`src/rtl/crossing_gate_ctrl_if.sv`:
```
// Signal bundle between the level-crossing controller and its field side:
// divided clock and track sensors in, motor/lamp/buzzer drives and debug state out.
interface crossing_gate_ctrl_if;
   logic       Clk190;
   logic       SensIn;
   logic       SensOut;
   logic       MotorDn;
   logic       MotorUp;
   logic       Lamp;
   logic       Buzzer;
   logic       GateClosed;
   logic [2:0] State;

   modport master (
      output Clk190, SensIn, SensOut,
      input  MotorDn, MotorUp, Lamp, Buzzer, GateClosed, State
   );

   modport slave (
      input  Clk190, SensIn, SensOut,
      output MotorDn, MotorUp, Lamp, Buzzer, GateClosed, State
   );
endinterface

```
`src/rtl/crossing_gate_ctrl.sv`:
```
// Level-crossing gate controller: debounces the approach/exit sensors on a tick
// derived from Clk190 and sequences warning, gate motion and clearance.
module crossing_gate_ctrl #(
   parameter int DEB_TICKS   = 4,
   parameter int WARN_TICKS  = 570,
   parameter int MOVE_TICKS  = 380,
   parameter int CLEAR_TICKS = 190,
   parameter int FLASH_TICKS = 95
) (
   input logic                 mClk,
   input logic                 Reset,
   crossing_gate_ctrl_if.slave gif
);

   function automatic int max_i(input int a, input int b);
      return (a > b) ? a : b;
   endfunction

   localparam int MAX_TICKS = max_i(max_i(max_i(WARN_TICKS, MOVE_TICKS),
                                          max_i(CLEAR_TICKS, FLASH_TICKS)), DEB_TICKS);
   localparam int TMR_W = $clog2(MAX_TICKS) + 1;
   localparam int DEB_W = $clog2(DEB_TICKS) + 1;
   localparam int FLS_W = $clog2(FLASH_TICKS) + 1;

   typedef enum logic [2:0] {
      IDLE    = 3'd0,
      WARN    = 3'd1,
      CLOSING = 3'd2,
      CLOSED  = 3'd3,
      CLEAR   = 3'd4,
      OPENING = 3'd5
   } state_t;

   // Clk190 is only ever data: synchronise, then take its rising edge as a tick
   logic c190_s1_reg, c190_s2_reg, c190_s3_reg, tick_reg;

   always_ff @(posedge mClk or posedge Reset) begin
      if (Reset) begin
         c190_s1_reg <= 1'b0;
         c190_s2_reg <= 1'b0;
         c190_s3_reg <= 1'b0;
         tick_reg    <= 1'b0;
      end else begin
         c190_s1_reg <= gif.Clk190;
         c190_s2_reg <= c190_s1_reg;
         c190_s3_reg <= c190_s2_reg;
         tick_reg    <= c190_s2_reg & ~c190_s3_reg;
      end
   end

   // Bit 0 is the approach sensor, bit 1 the exit sensor
   logic [1:0] sens_raw;
   logic [1:0] sens_evt;

   assign sens_raw = {gif.SensOut, gif.SensIn};

   genvar gi;
   generate
      for (gi = 0; gi < 2; gi++) begin : g_sens
         logic             s1_reg, s2_reg, lvl_reg, evt_reg;
         logic [DEB_W-1:0] cnt_reg;

         always_ff @(posedge mClk or posedge Reset) begin
            if (Reset) begin
               s1_reg  <= 1'b0;
               s2_reg  <= 1'b0;
               lvl_reg <= 1'b0;
               evt_reg <= 1'b0;
               cnt_reg <= '0;
            end else begin
               s1_reg  <= sens_raw[gi];
               s2_reg  <= s1_reg;
               evt_reg <= 1'b0;
               if (tick_reg) begin
                  if (s2_reg != lvl_reg) begin
                     if (cnt_reg == DEB_W'(DEB_TICKS - 1)) begin
                        lvl_reg <= s2_reg;
                        cnt_reg <= '0;
                        evt_reg <= s2_reg;
                     end else begin
                        cnt_reg <= cnt_reg + DEB_W'(1);
                     end
                  end else begin
                     cnt_reg <= '0;
                  end
               end
            end
         end

         assign sens_evt[gi] = evt_reg;
      end
   endgenerate

   logic in_evt, out_evt;

   assign in_evt  = sens_evt[0];
   // A simultaneous approach event takes precedence and swallows the exit event
   assign out_evt = sens_evt[1] & ~sens_evt[0];

   state_t           state_reg, state_next;
   logic             exit_pending_reg, exit_pending_next;
   logic [TMR_W-1:0] timer_reg;
   logic [TMR_W-1:0] timer_last;
   logic             expired;

   always_comb begin
      timer_last = '0;
      case (state_reg)
         WARN:             timer_last = TMR_W'(WARN_TICKS - 1);
         CLOSING, OPENING: timer_last = TMR_W'(MOVE_TICKS - 1);
         CLEAR:            timer_last = TMR_W'(CLEAR_TICKS - 1);
         default:          timer_last = '0;
      endcase
      expired = tick_reg && (timer_reg == timer_last);
   end

   always_comb begin
      state_next        = state_reg;
      exit_pending_next = exit_pending_reg;
      case (state_reg)
         IDLE: begin
            if (in_evt) state_next = WARN;
         end
         WARN: begin
            if (out_evt) exit_pending_next = 1'b1;
            if (expired) state_next = CLOSING;
         end
         CLOSING: begin
            if (out_evt) exit_pending_next = 1'b1;
            if (expired) state_next = CLOSED;
         end
         CLOSED: begin
            if (exit_pending_reg || out_evt) begin
               state_next        = CLEAR;
               exit_pending_next = 1'b0;
            end
         end
         CLEAR: begin
            if (in_evt)       state_next = CLOSED;
            else if (expired) state_next = OPENING;
         end
         OPENING: begin
            // A following train re-closes straight away without another warning
            if (in_evt)       state_next = CLOSING;
            else if (expired) state_next = IDLE;
         end
         default: begin
            state_next        = IDLE;
            exit_pending_next = 1'b0;
         end
      endcase
   end

   logic             motor_dn_reg, motor_up_reg, buzzer_reg, gate_closed_reg, lamp_reg;
   logic [FLS_W-1:0] flash_cnt_reg;

   always_ff @(posedge mClk or posedge Reset) begin
      if (Reset) begin
         state_reg        <= IDLE;
         exit_pending_reg <= 1'b0;
         timer_reg        <= '0;
         motor_dn_reg     <= 1'b0;
         motor_up_reg     <= 1'b0;
         buzzer_reg       <= 1'b0;
         gate_closed_reg  <= 1'b0;
      end else begin
         state_reg        <= state_next;
         exit_pending_reg <= exit_pending_next;
         if (state_next != state_reg) timer_reg <= '0;
         else if (tick_reg)           timer_reg <= timer_reg + TMR_W'(1);
         motor_dn_reg     <= (state_next == CLOSING);
         motor_up_reg     <= (state_next == OPENING);
         buzzer_reg       <= (state_next == WARN) || (state_next == CLOSING);
         gate_closed_reg  <= (state_next == CLOSED) || (state_next == CLEAR);
      end
   end

   // Lamp phase restarts only when a fresh warning begins out of IDLE
   always_ff @(posedge mClk or posedge Reset) begin
      if (Reset) begin
         lamp_reg      <= 1'b0;
         flash_cnt_reg <= '0;
      end else if (state_next == IDLE) begin
         lamp_reg      <= 1'b0;
         flash_cnt_reg <= '0;
      end else if (state_reg == IDLE) begin
         lamp_reg      <= 1'b1;
         flash_cnt_reg <= '0;
      end else if (tick_reg) begin
         if (flash_cnt_reg == FLS_W'(FLASH_TICKS - 1)) begin
            lamp_reg      <= ~lamp_reg;
            flash_cnt_reg <= '0;
         end else begin
            flash_cnt_reg <= flash_cnt_reg + FLS_W'(1);
         end
      end
   end

   assign gif.MotorDn    = motor_dn_reg;
   assign gif.MotorUp    = motor_up_reg;
   assign gif.Buzzer     = buzzer_reg;
   assign gif.GateClosed = gate_closed_reg;
   assign gif.Lamp       = lamp_reg;
   assign gif.State      = state_reg;

endmodule

```
`src/flat_wrapper.sv`:
```
// flat-port wrapper written by rule: the top's interface ports become plain ports
module crossing_gate_ctrl_flat 
#(
   parameter int DEB_TICKS   = 4,
   parameter int WARN_TICKS  = 570,
   parameter int MOVE_TICKS  = 380,
   parameter int CLEAR_TICKS = 190,
   parameter int FLASH_TICKS = 95
)
  (mClk, Reset, gif_Clk190, gif_SensIn, gif_SensOut, gif_MotorDn, gif_MotorUp, gif_Lamp, gif_Buzzer, gif_GateClosed, gif_State);
  crossing_gate_ctrl_if gif_i ();
  input logic mClk;
  input logic Reset;
  input wire logic [$bits(gif_i.Clk190)-1:0] gif_Clk190;
  input wire logic [$bits(gif_i.SensIn)-1:0] gif_SensIn;
  input wire logic [$bits(gif_i.SensOut)-1:0] gif_SensOut;
  output wire logic [$bits(gif_i.MotorDn)-1:0] gif_MotorDn;
  output wire logic [$bits(gif_i.MotorUp)-1:0] gif_MotorUp;
  output wire logic [$bits(gif_i.Lamp)-1:0] gif_Lamp;
  output wire logic [$bits(gif_i.Buzzer)-1:0] gif_Buzzer;
  output wire logic [$bits(gif_i.GateClosed)-1:0] gif_GateClosed;
  output wire logic [$bits(gif_i.State)-1:0] gif_State;
  assign gif_i.Clk190 = gif_Clk190;
  assign gif_i.SensIn = gif_SensIn;
  assign gif_i.SensOut = gif_SensOut;
  assign gif_MotorDn = gif_i.MotorDn;
  assign gif_MotorUp = gif_i.MotorUp;
  assign gif_Lamp = gif_i.Lamp;
  assign gif_Buzzer = gif_i.Buzzer;
  assign gif_GateClosed = gif_i.GateClosed;
  assign gif_State = gif_i.State;
  crossing_gate_ctrl #(.DEB_TICKS(DEB_TICKS), .WARN_TICKS(WARN_TICKS), .MOVE_TICKS(MOVE_TICKS), .CLEAR_TICKS(CLEAR_TICKS), .FLASH_TICKS(FLASH_TICKS)) u_core (.mClk(mClk), .Reset(Reset), .gif(gif_i));
endmodule
```
`config.mk`:
```
export PLATFORM = sky130hd
export DESIGN_NAME = crossing_gate_ctrl_flat
export DESIGN_NICKNAME = d
export VERILOG_FILES = /design/src/rtl/crossing_gate_ctrl_if.sv /design/src/rtl/crossing_gate_ctrl.sv /design/src/flat_wrapper.sv
export SDC_FILE = /design/constraint.sdc
export NUM_CORES = 1
export LEC_CHECK = 0
export ABC_AREA = 1
export ABC_CLOCK_PERIOD_IN_PS = 2000
export BUFFER_PORTS_ARGS = -buffer_cell sky130_fd_sc_hd__buf_4
export CAP_MARGIN = 10
export CORE_MARGIN = 8
export CORE_UTILIZATION = 30
export CTS_BUF_LIST = sky130_fd_sc_hd__clkbuf_2 sky130_fd_sc_hd__clkbuf_4 sky130_fd_sc_hd__clkbuf_8
export DETAILED_ROUTE_END_ITERATION = 10
export PLACE_DENSITY = 0.52
export SYNTH_ARGS = -nofsm -noshare
export SYNTH_HDL_FRONTEND = slang
export SYNTH_SLANG_ARGS = --single-unit
```
`constraint.sdc`:
```
create_clock -name mClk -period 2 [get_ports mClk]
set_input_delay 0.4 -clock mClk [delete_from_list [all_inputs] [get_ports mClk]]
set_output_delay 0.4 -clock mClk [all_outputs]
set_load 0.1 [all_outputs]
```
# Word-level counts from Yosys, hierarchy flattened
# Cells that the tools add are included.
totals:
  input_bits: 5
  output_inout_bits: 8
  word_cells: 101
  regBits: 46
classes:
  addsub: 4
  bitwise: 6
  eq_ne: 19
  muxes: 33
  reduce_logical: 16
ops:
  columns: ["cell", "n"]
  rows:
  - ["two-way mux 3 bit", 12]
  - ["two-way mux 8 bit", 4]
  - ["case mux 10 bit (3 select lines)", 1]
  - ["two-way mux 11 bit", 2]
  - ["equality test 3 x 2 -> 1 bit (second input constant)", 6]
  - ["case mux 3 bit (6 select lines)", 1]
  - ["equality test 3 bit (second input constant)", 4]
  - ["two-way mux 1 bit", 12]
  - ["adder 11 x 1 -> 11 bit (second input constant)", 1]
  - ["equality test 11 x 10 -> 1 bit", 1]
  - ["AND reduction 3 bit", 3]
  - ["adder 8 x 1 -> 8 bit (second input constant)", 1]
  - ["equality test 8 x 7 -> 1 bit (second input constant)", 1]
  - ["adder 3 x 1 -> 3 bit (second input constant)", 2]
  - ["equality test 3 x 1 -> 1 bit (second input constant)", 2]
  - ["zero test 3 bit", 2]
  - ["nonzero test 3 bit", 2]
  - ["!= test 2 x 1 -> 1 bit (second input constant)", 2]
  - ["inverter 1 bit", 4]
  - ["OR reduction 2 bit", 2]
  - ["logical OR 1 bit", 3]
  - ["!= test 3 bit", 1]
  - ["case mux 1 bit (3 select lines)", 1]
  - ["OR reduction 3 bit", 1]
  - ["other kinds (5)", 7]

# Logic depth before layout (Yosys ltp)
# Gate-level depths: netlist (run 1).
logic_depth:
  ltp_word: 11
  ltp_mapped: 17
  ltp_nobuf: 16

# Worst setup path after synthesis (run 1)
# No wires, ideal clock.
synth_path:
  path_type: "reg-to-reg"
  start: "reg u_core.state_reg[1], in the netlist u_core.gif.State[1]"
  end: "reg u_core.timer_reg[5]"
  path_slack_ps: -506
  period_less_slack_ps: 2506
  stages_incl_launch_ff: 17
  n_path_buf: 1
  t_arrival_ps: 2378
  required_time_ps: 1872
  setup_ps: 128
  cell_sequence: "dfrtp_1 -> inv_2 -> nand3_4 -> nand3_4 -> nand2_2 -> nand2_2 -> nand2_2 -> inv_1 -> nand2_2 -> nand2_1 -> nand2_1 -> nand2_2 -> nand2_2 -> inv_2 -> o21ai_2 -> buf_6 -> nor2_4"
synth_via:
  elab_chain_cells: 10
  word_cells_on_any_way: 22
  classes_between: "eq/ne (7); mux (11); reduce/logical (4)"
synth_rtl:
  columns: ["item", "line_no", "source"]
  rows:
  - ["from (decl)", "crossing_gate_ctrl.sv:100", "state_t state_reg, state_next;"]
  - ["from (signal assigned)", "crossing_gate_ctrl.sv:167", "state_reg <= state_next;"]
  - ["equality test 3 x 2 -> 1 bit or equality test 3 bit (tied branches)", "crossing_gate_ctrl.sv:108, crossing_gate_ctrl.sv:120", null]
  - ["OR reduction 2 bit", "crossing_gate_ctrl.sv:108", "case (state_reg)"]
  - ["case mux 10 bit (3 select lines)", "crossing_gate_ctrl.sv:108", null]
  - ["equality test 11 x 10 -> 1 bit", "crossing_gate_ctrl.sv:114", "expired = tick_reg && (timer_reg == timer_last);"]
  - ["logical AND 1 bit", "crossing_gate_ctrl.sv:114", null]
  - ["two-way mux 3 bit (on tied branches)", "crossing_gate_ctrl.sv:145, crossing_gate_ctrl.sv:140", null]
  - ["two-way mux 3 bit (on tied branches)", "crossing_gate_ctrl.sv:144, crossing_gate_ctrl.sv:139", null]
  - ["case mux 3 bit (6 select lines) *", "crossing_gate_ctrl.sv:120", "case (state_reg)"]
  - ["net u_core.state_next[0]", "crossing_gate_ctrl.sv:100", null]
  - ["!= test 3 bit *", "crossing_gate_ctrl.sv:169", "if (state_next != state_reg) timer_reg <= '0;"]
  - ["two-way mux 11 bit or nonzero test 2 bit (tied branches)", null, null]
  - ["to (signal assigned)", "crossing_gate_ctrl.sv:170", "else if (tick_reg) timer_reg <= timer_reg + TMR_W'(1);"]
  - ["to (decl)", "crossing_gate_ctrl.sv:102", "logic [TMR_W-1:0] timer_reg;"]
# The timed path passes the listed nets; every way through them passes the cells marked *.
# A chain may end at the register's enable or synchronous reset.

# Final worst setup path (run 1)
layout_path:
  start: "reg u_core.state_reg[2], in the netlist u_core.gif.State[2]"
  end: "reg u_core.timer_reg[10]"
# Same word-level chain as after synthesis.

==> impl_metrics.ini, run 1 <==
[timing]
hold_slack_ns = 0.126
setup_tns_ns = -0.999
hold_viol_final = 0
finalCritPeriodShare_pct = 104
clock.fmax_mhz = 482
finalSetupViolCount = 20
setup_ws_ns = -0.0736
rsz0062_at_grt = yes
period_minus_slack_ns = 2.07
finClkSkew_ns = 0.00819
max_slew_margin_pct = 66.6
final_max_slew_viol_count = 0
max_slew.worst_pin.slew_ns = 0.497

[run]
max_cap_violations = 0

[detailed_routing]
drt_iter0_markers = 80
dr.pass1.iters = 4
drc = 0
wl_per_cell_um = 12.2
via_count = 2226
final_antenna_net_count = 0
avgViaCountPerCell = 4.57
routed_wirelength_um = 5950

[logic_synthesis]
synthCells = 316
synth-seq-area-share_pct = 44.0
synth_nets = 326
synth_warnings = 0
synth-seq-cells = 46
yosysUniqueCellTypes = 35
avgSynthCellArea_um2 = 8.28
syn_area_um2 = 2620

[floorplan]
dieArea_um2 = 12000
core_area_um2 = 8590
start_util_pct = 30.4
num_io_pins = 13
die_w_um = 109
fp-row-count = 34
chipHeight_um = 109

[pwr]
totalPowerFinal_mw = 2.71
ir_drop_v = 0.000295
power_density_nw_per_um2 = 782
leakagePower_nw = 1.71

[finish]
antenna_cells = 0
fin_nets = 388
largest_reg_flops = 11
fin_cells = 487
area_growth_pct = 32.3
layout_commonest_cell = buf_4
nFillCells = 869
multi_input_area_um2 = 1360
seq_area_um2 = 1160
final_cell_mix = buf_4, nand2_1, dfrtp_1
final_layout_size_suffix_gt1_share_pct = 35.1

[clocking]
cts_sinks = 46
numCtsBuffers = 5
cts_tree = done
clk_latency_ns = 0.29
root_buffer = clkbuf_8
path_clk_slew_ns = 0.09
clockBufferDepth = 2
htree_levels = 2

[place]
dp.cells = 471
globalplace.congestion = 0.885
hpwl_um = 4370
portBuffers = 12

[setup_path]
crit_required_ns = 2.22
path_class = reg -> reg
critical_path.max_fanout = 7
r2r_cells = 13
cp-startpoint = u_core.gif.State[2]$_DFF_PP0_
worst_setup_path_start_kind = flip-flop
critical_path.endpoint_type = flip-flop
endpoint = u_core.timer_reg[10]$_DFFE_PP0P_
r2r_end = u_core.timer_reg[10]$_DFFE_PP0P_
r2r_start = u_core.gif.State[2]$_DFF_PP0_
ff2ff_setup_slack_ns = -0.07
cp.arrival_ns = 2.30

[outcome]
outcome = complete, but fails checks
violations = negative setup slack

[global_routing]
antenna_found_initial = 0
grt_pass1_wl_um = 10300
track_usage_pct = 10.6
grt_max_degree = 47
grt_pass1_vias = 2199
overflow = 0

[min_path]
hold_path.class = in -> async
[critical path, cell delays in order, from the launching register on]
cell and delay [ns]:
dfrtp_4 0.55, buf_4 0.16, nand2_2 0.10, buf_4 0.14, nor2_1 0.04, inv_1 0.08
buf_4 0.11, nand3_1 0.11, a21oi_4 0.16, inv_2 0.06, a21oi_2 0.20, o21ai_4 0.09
buf_6 0.14, nor2_1 0.08
[kinds of logic after synthesis]
logic type               after synthesis  synth area share (%)
adder cells (fa/ha/maj)                5                  2.39
multiplexers                           1                 0.383
AO/OA/AOI/OAI                         27                  6.65
buffers and inverters                 55                  8.89
AND/OR/NAND/NOR                      162                  31.0
flip-flops                            46                  44.0
XOR/XNOR                              20                  6.70
[worst min path at each step]
stage | end | slack, ns | cells after the start
finish | u_core.timer_reg[7]$_DFFE_PP0P_ | 0.13 | 3
global placement | u_core.c190_s2_reg$_DFF_PP0_ | 0.33 | 0
floorplan | u_core.c190_s2_reg$_DFF_PP0_ | 0.33 | 0
global route | u_core.timer_reg[8]$_DFFE_PP0P_ | 0.14 | 3
CTS | u_core.timer_reg[7]$_DFFE_PP0P_ | 0.14 | 3
detailed placement | u_core.c190_s2_reg$_DFF_PP0_ | 0.33 | 0
[cell usage after synthesis, drive strengths merged]
cell type / instances / share of area, %
nand2: 64 / 10
ha: 5 / 2.4
o21a: 1 / 0.29
buf: 6 / 1.9
o21ai: 11 / 2.2
nor2: 44 / 7.8
a31oi: 1 / 0.24
o2111ai: 3 / 1.0
nor4: 3 / 0.72
inv: 45 / 6.5
nor3b: 1 / 0.29
a21oi: 7 / 1.6
xor2: 15 / 5.0
nand3: 26 / 6.3
dfrtp: 46 / 44
xnor2: 5 / 1.7
a21boi: 1 / 0.29
nand3b: 3 / 0.86
clkbuf: 4 / 0.57
nor3: 6 / 1.1
o211ai: 1 / 0.29
o21bai: 1 / 0.29
a32o: 1 / 0.38
nand4: 15 / 3.6
mux2i: 1 / 0.38
[metal layers]
metal | GRT usage [%] | up-vias | share of wire, %
met2 | 17.3 | 29 | 47
met5 | 0 | - | 0
met1 | 13.8 | 1049 | 49
met3 | 1.93 | 6 | 2.9
met4 | 3.47 | 0 | 1.5
li1 | - | 1142 | -
[through the flow]
step	cell area [um^2]	setup WS [ns]	utilization, %
4_1_cts	3400	-0.0328	39.5
3_5_place_dp	3190	-0.364	37.1
3_3_place_gp	3190	-0.293	37.1
5_1_grt	3460	-0.212	40.3
6_report	3460	-0.0736	40.3
2_1_floorplan	2690	-0.113	-
[layout make-up]
type,count,area share [%]
Multi-Input combinational cell,215,39.2
Clock buffer,6,2.21
Sequential cell,46,33.6
Timing Repair Buffer,65,14.9
Tap cell,108,3.90
Clock inverter,2,1.08
Inverter,45,5.10
[report_power, final]
group          switching (mW)  internal, mW
Combinational           0.446         0.381
Clock                   0.328         0.387
Sequential              0.111          1.05
[repair_timing]
item / CTS / global route
hold buffers: 0 / 0
pin swaps: 3 / 8
gates resized for setup: 14 / 10
hold endpoints to repair: 0 / 0
setup buffers: 5 / 3
setup endpoints to repair: 20 / 22
Note: power is estimated with default switching activity, not from simulation.
==> run 2, diff against run 1 <==
--- a/config.mk
+++ b/config.mk
@@ -9,11 +9,12 @@
 export ABC_CLOCK_PERIOD_IN_PS = 2000
 export BUFFER_PORTS_ARGS = -buffer_cell sky130_fd_sc_hd__buf_4
 export CAP_MARGIN = 10
+export CORE_ASPECT_RATIO = 0.6
 export CORE_MARGIN = 8
 export CORE_UTILIZATION = 30
 export CTS_BUF_LIST = sky130_fd_sc_hd__clkbuf_2 sky130_fd_sc_hd__clkbuf_4 sky130_fd_sc_hd__clkbuf_8
 export DETAILED_ROUTE_END_ITERATION = 10
-export PLACE_DENSITY = 0.52
+export PLACE_DENSITY_LB_ADDON = 0.2
 export SYNTH_ARGS = -nofsm -noshare
 export SYNTH_HDL_FRONTEND = slang
 export SYNTH_SLANG_ARGS = --single-unit
==> run 2 against run 1 <==
Net effect:
- the run still ends with negative setup slack left
- clock-buffer cell count is the same
- power grew 3.0%
- setup slack lost 0.062 ns
- sequential power is essentially flat
- global-route usage grew 1.7 points
- clock power grew 2%
- via count grew 4.7%
- die area grew 0.82%
- wire length grew 19%
- critical endpoint is now u_core.timer_reg[4]$_DFFE_PP0P_
- largest power group unchanged
==> impl_metrics.ini, run 2 (synthesis gave the netlist of run 1 again) <==
[pwr]
leakagePower_nw = 1.81
totalPowerFinal_mw = 2.79
ir_drop_v = 0.000293
power_density_nw_per_um2 = 755

[clocking]
clockBufferDepth = 2
path_clk_slew_ns = 0.09
cts_sinks = 46
htree_levels = 2
root_buffer = clkbuf_8
numCtsBuffers = 5
cts_tree = done
clk_latency_ns = 0.31

[finish]
antenna_cells = 0
nFillCells = 814
largest_reg_flops = 11
final_layout_size_suffix_gt1_share_pct = 40.3
fin_cells = 509
layout_commonest_cell = buf_4
fin_nets = 406
final_cell_mix = buf_4, nand2_1, dfrtp_1
area_growth_pct = 41.1

[timing]
period_minus_slack_ns = 2.14
hold_viol_final = 0
finalSetupViolCount = 21
max_slew_margin_pct = 67.2
rsz0062_at_grt = yes
finalCritPeriodShare_pct = 107
finClkSkew_ns = 0.00725
setup_tns_ns = -2.30
max_slew.worst_pin.slew_ns = 0.491
final_max_slew_viol_count = 0
setup_ws_ns = -0.136
hold_slack_ns = 0.108
clock.fmax_mhz = 468

[place]
dp.cells = 480
portBuffers = 12
globalplace.congestion = 0.829
hpwl_um = 4780
post-place-ws_ns = -0.418

[setup_path]
cp-startpoint = u_core.gif.State[1]$_DFF_PP0_
cp_slowest_cell = dfrtp_4
worst_setup_path_start_kind = flip-flop
critical_path.endpoint_type = flip-flop
path_class = reg -> reg
critical-path-max-stage-delay_ns = 0.54
path_cells = buf_6, nand2_8, nand3_4, nand2_2, nand2_2, nand2_2, buf_6, nor2_4, buf_6, a21oi_4, inv_2, a21oi_4, buf_6, o21ai_4, nor2_2
cp.arrival_ns = 2.39
crit_required_ns = 2.25
r2r_start = u_core.gif.State[1]$_DFF_PP0_
crit_top_cell = buf_6
ff2ff_setup_slack_ns = -0.14
critical_path.max_fanout = 6

[floorplan]
fp-row-count = 26
num_io_pins = 13
start_util_pct = 30.8
core_area_um2 = 8490
dieArea_um2 = 12100
chipHeight_um = 88.3
die_w_um = 137

[detailed_routing]
wl_per_cell_um = 13.9
avgViaCountPerCell = 4.58
dr.pass1.iters = 5
via_count = 2331
final_antenna_net_count = 0
routed_wirelength_um = 7060
drt_iter0_markers = 167
drc = 0

[global_routing]
track_usage_pct = 12.3
grt_max_degree = 23
grt_pass1_vias = 2213
antenna_found_initial = 0
overflow = 0
grt_pass1_wl_um = 11600

[min_path]
hold_path.class = in -> async

[run]
max_cap_violations = 0

[outcome]
outcome = complete, but fails checks
violations = negative setup slack
[run 2: worst paths after layout]
path | cells past startpoint | end
min in group mClk | 1 | u_core.c190_s1_reg$_DFF_PP0_
worst min register to register | 0 | u_core.c190_s2_reg$_DFF_PP0_
worst max-delay path | 15 | u_core.timer_reg[4]$_DFFE_PP0P_
max in group asynchronous | 3 | u_core.timer_reg[9]$_DFFE_PP0P_
worst max register to register | 15 | u_core.timer_reg[4]$_DFFE_PP0P_
worst min-delay path | 2 | u_core.g_sens[0].cnt_reg[1]$_DFFE_PP0P_
[run 2: power breakdown]
group	leakage (nW)	switching, mW	internal, mW
clock	0.0548	0.341	0.387
sequential	0.605	0.101	1.05
combinational	1.15	0.485	0.423
[run 2: critical path: cells and delay by family (launching register included)]
family	cells	cell delay (ns)
buf+inv	5	0.58
compound gates	3	0.44
simple gates	7	0.51
flops	1	0.54
[run 2: through the flow]
stage / instance area (um^2) / util, %
finish: 3690 / 43.5
global route: 3690 / 43.5
CTS: 3510 / 41.3
detailed placement: 3220 / 37.9
global placement: 3220 / 37.9
floorplan: 2690 / -
[run 2: timing repair]
item / CTS / global route
buffers inserted: 15 / 6
setup endpoints to repair: 21 / 24
resized for setup: 15 / 32
pin swaps: 12 / 17
hold buffers: 0 / 0
cloned: 1 / 0
[run 2: area by class of cell]
class	instances	area (um^2)	share of cell area, %
clock inverter	2	37.5	1.02
sequential	46	1160	31.5
tap	112	140	3.80
inverter	45	186	5.05
multi-input combinational	216	1450	39.2
timing repair buffer	82	642	17.4
clock buffer	6	76.3	2.07
[run 2: per-layer routing]
layer | track usage (%) | vias to the layer above | part of all wire (%)
met5 | 0 | - | 0
met4 | 1.78 | 0 | 0.057
met3 | 3.23 | 2 | 5.1
met2 | 15.9 | 40 | 40
met1 | 19.5 | 1104 | 55
li1 | - | 1185 | -
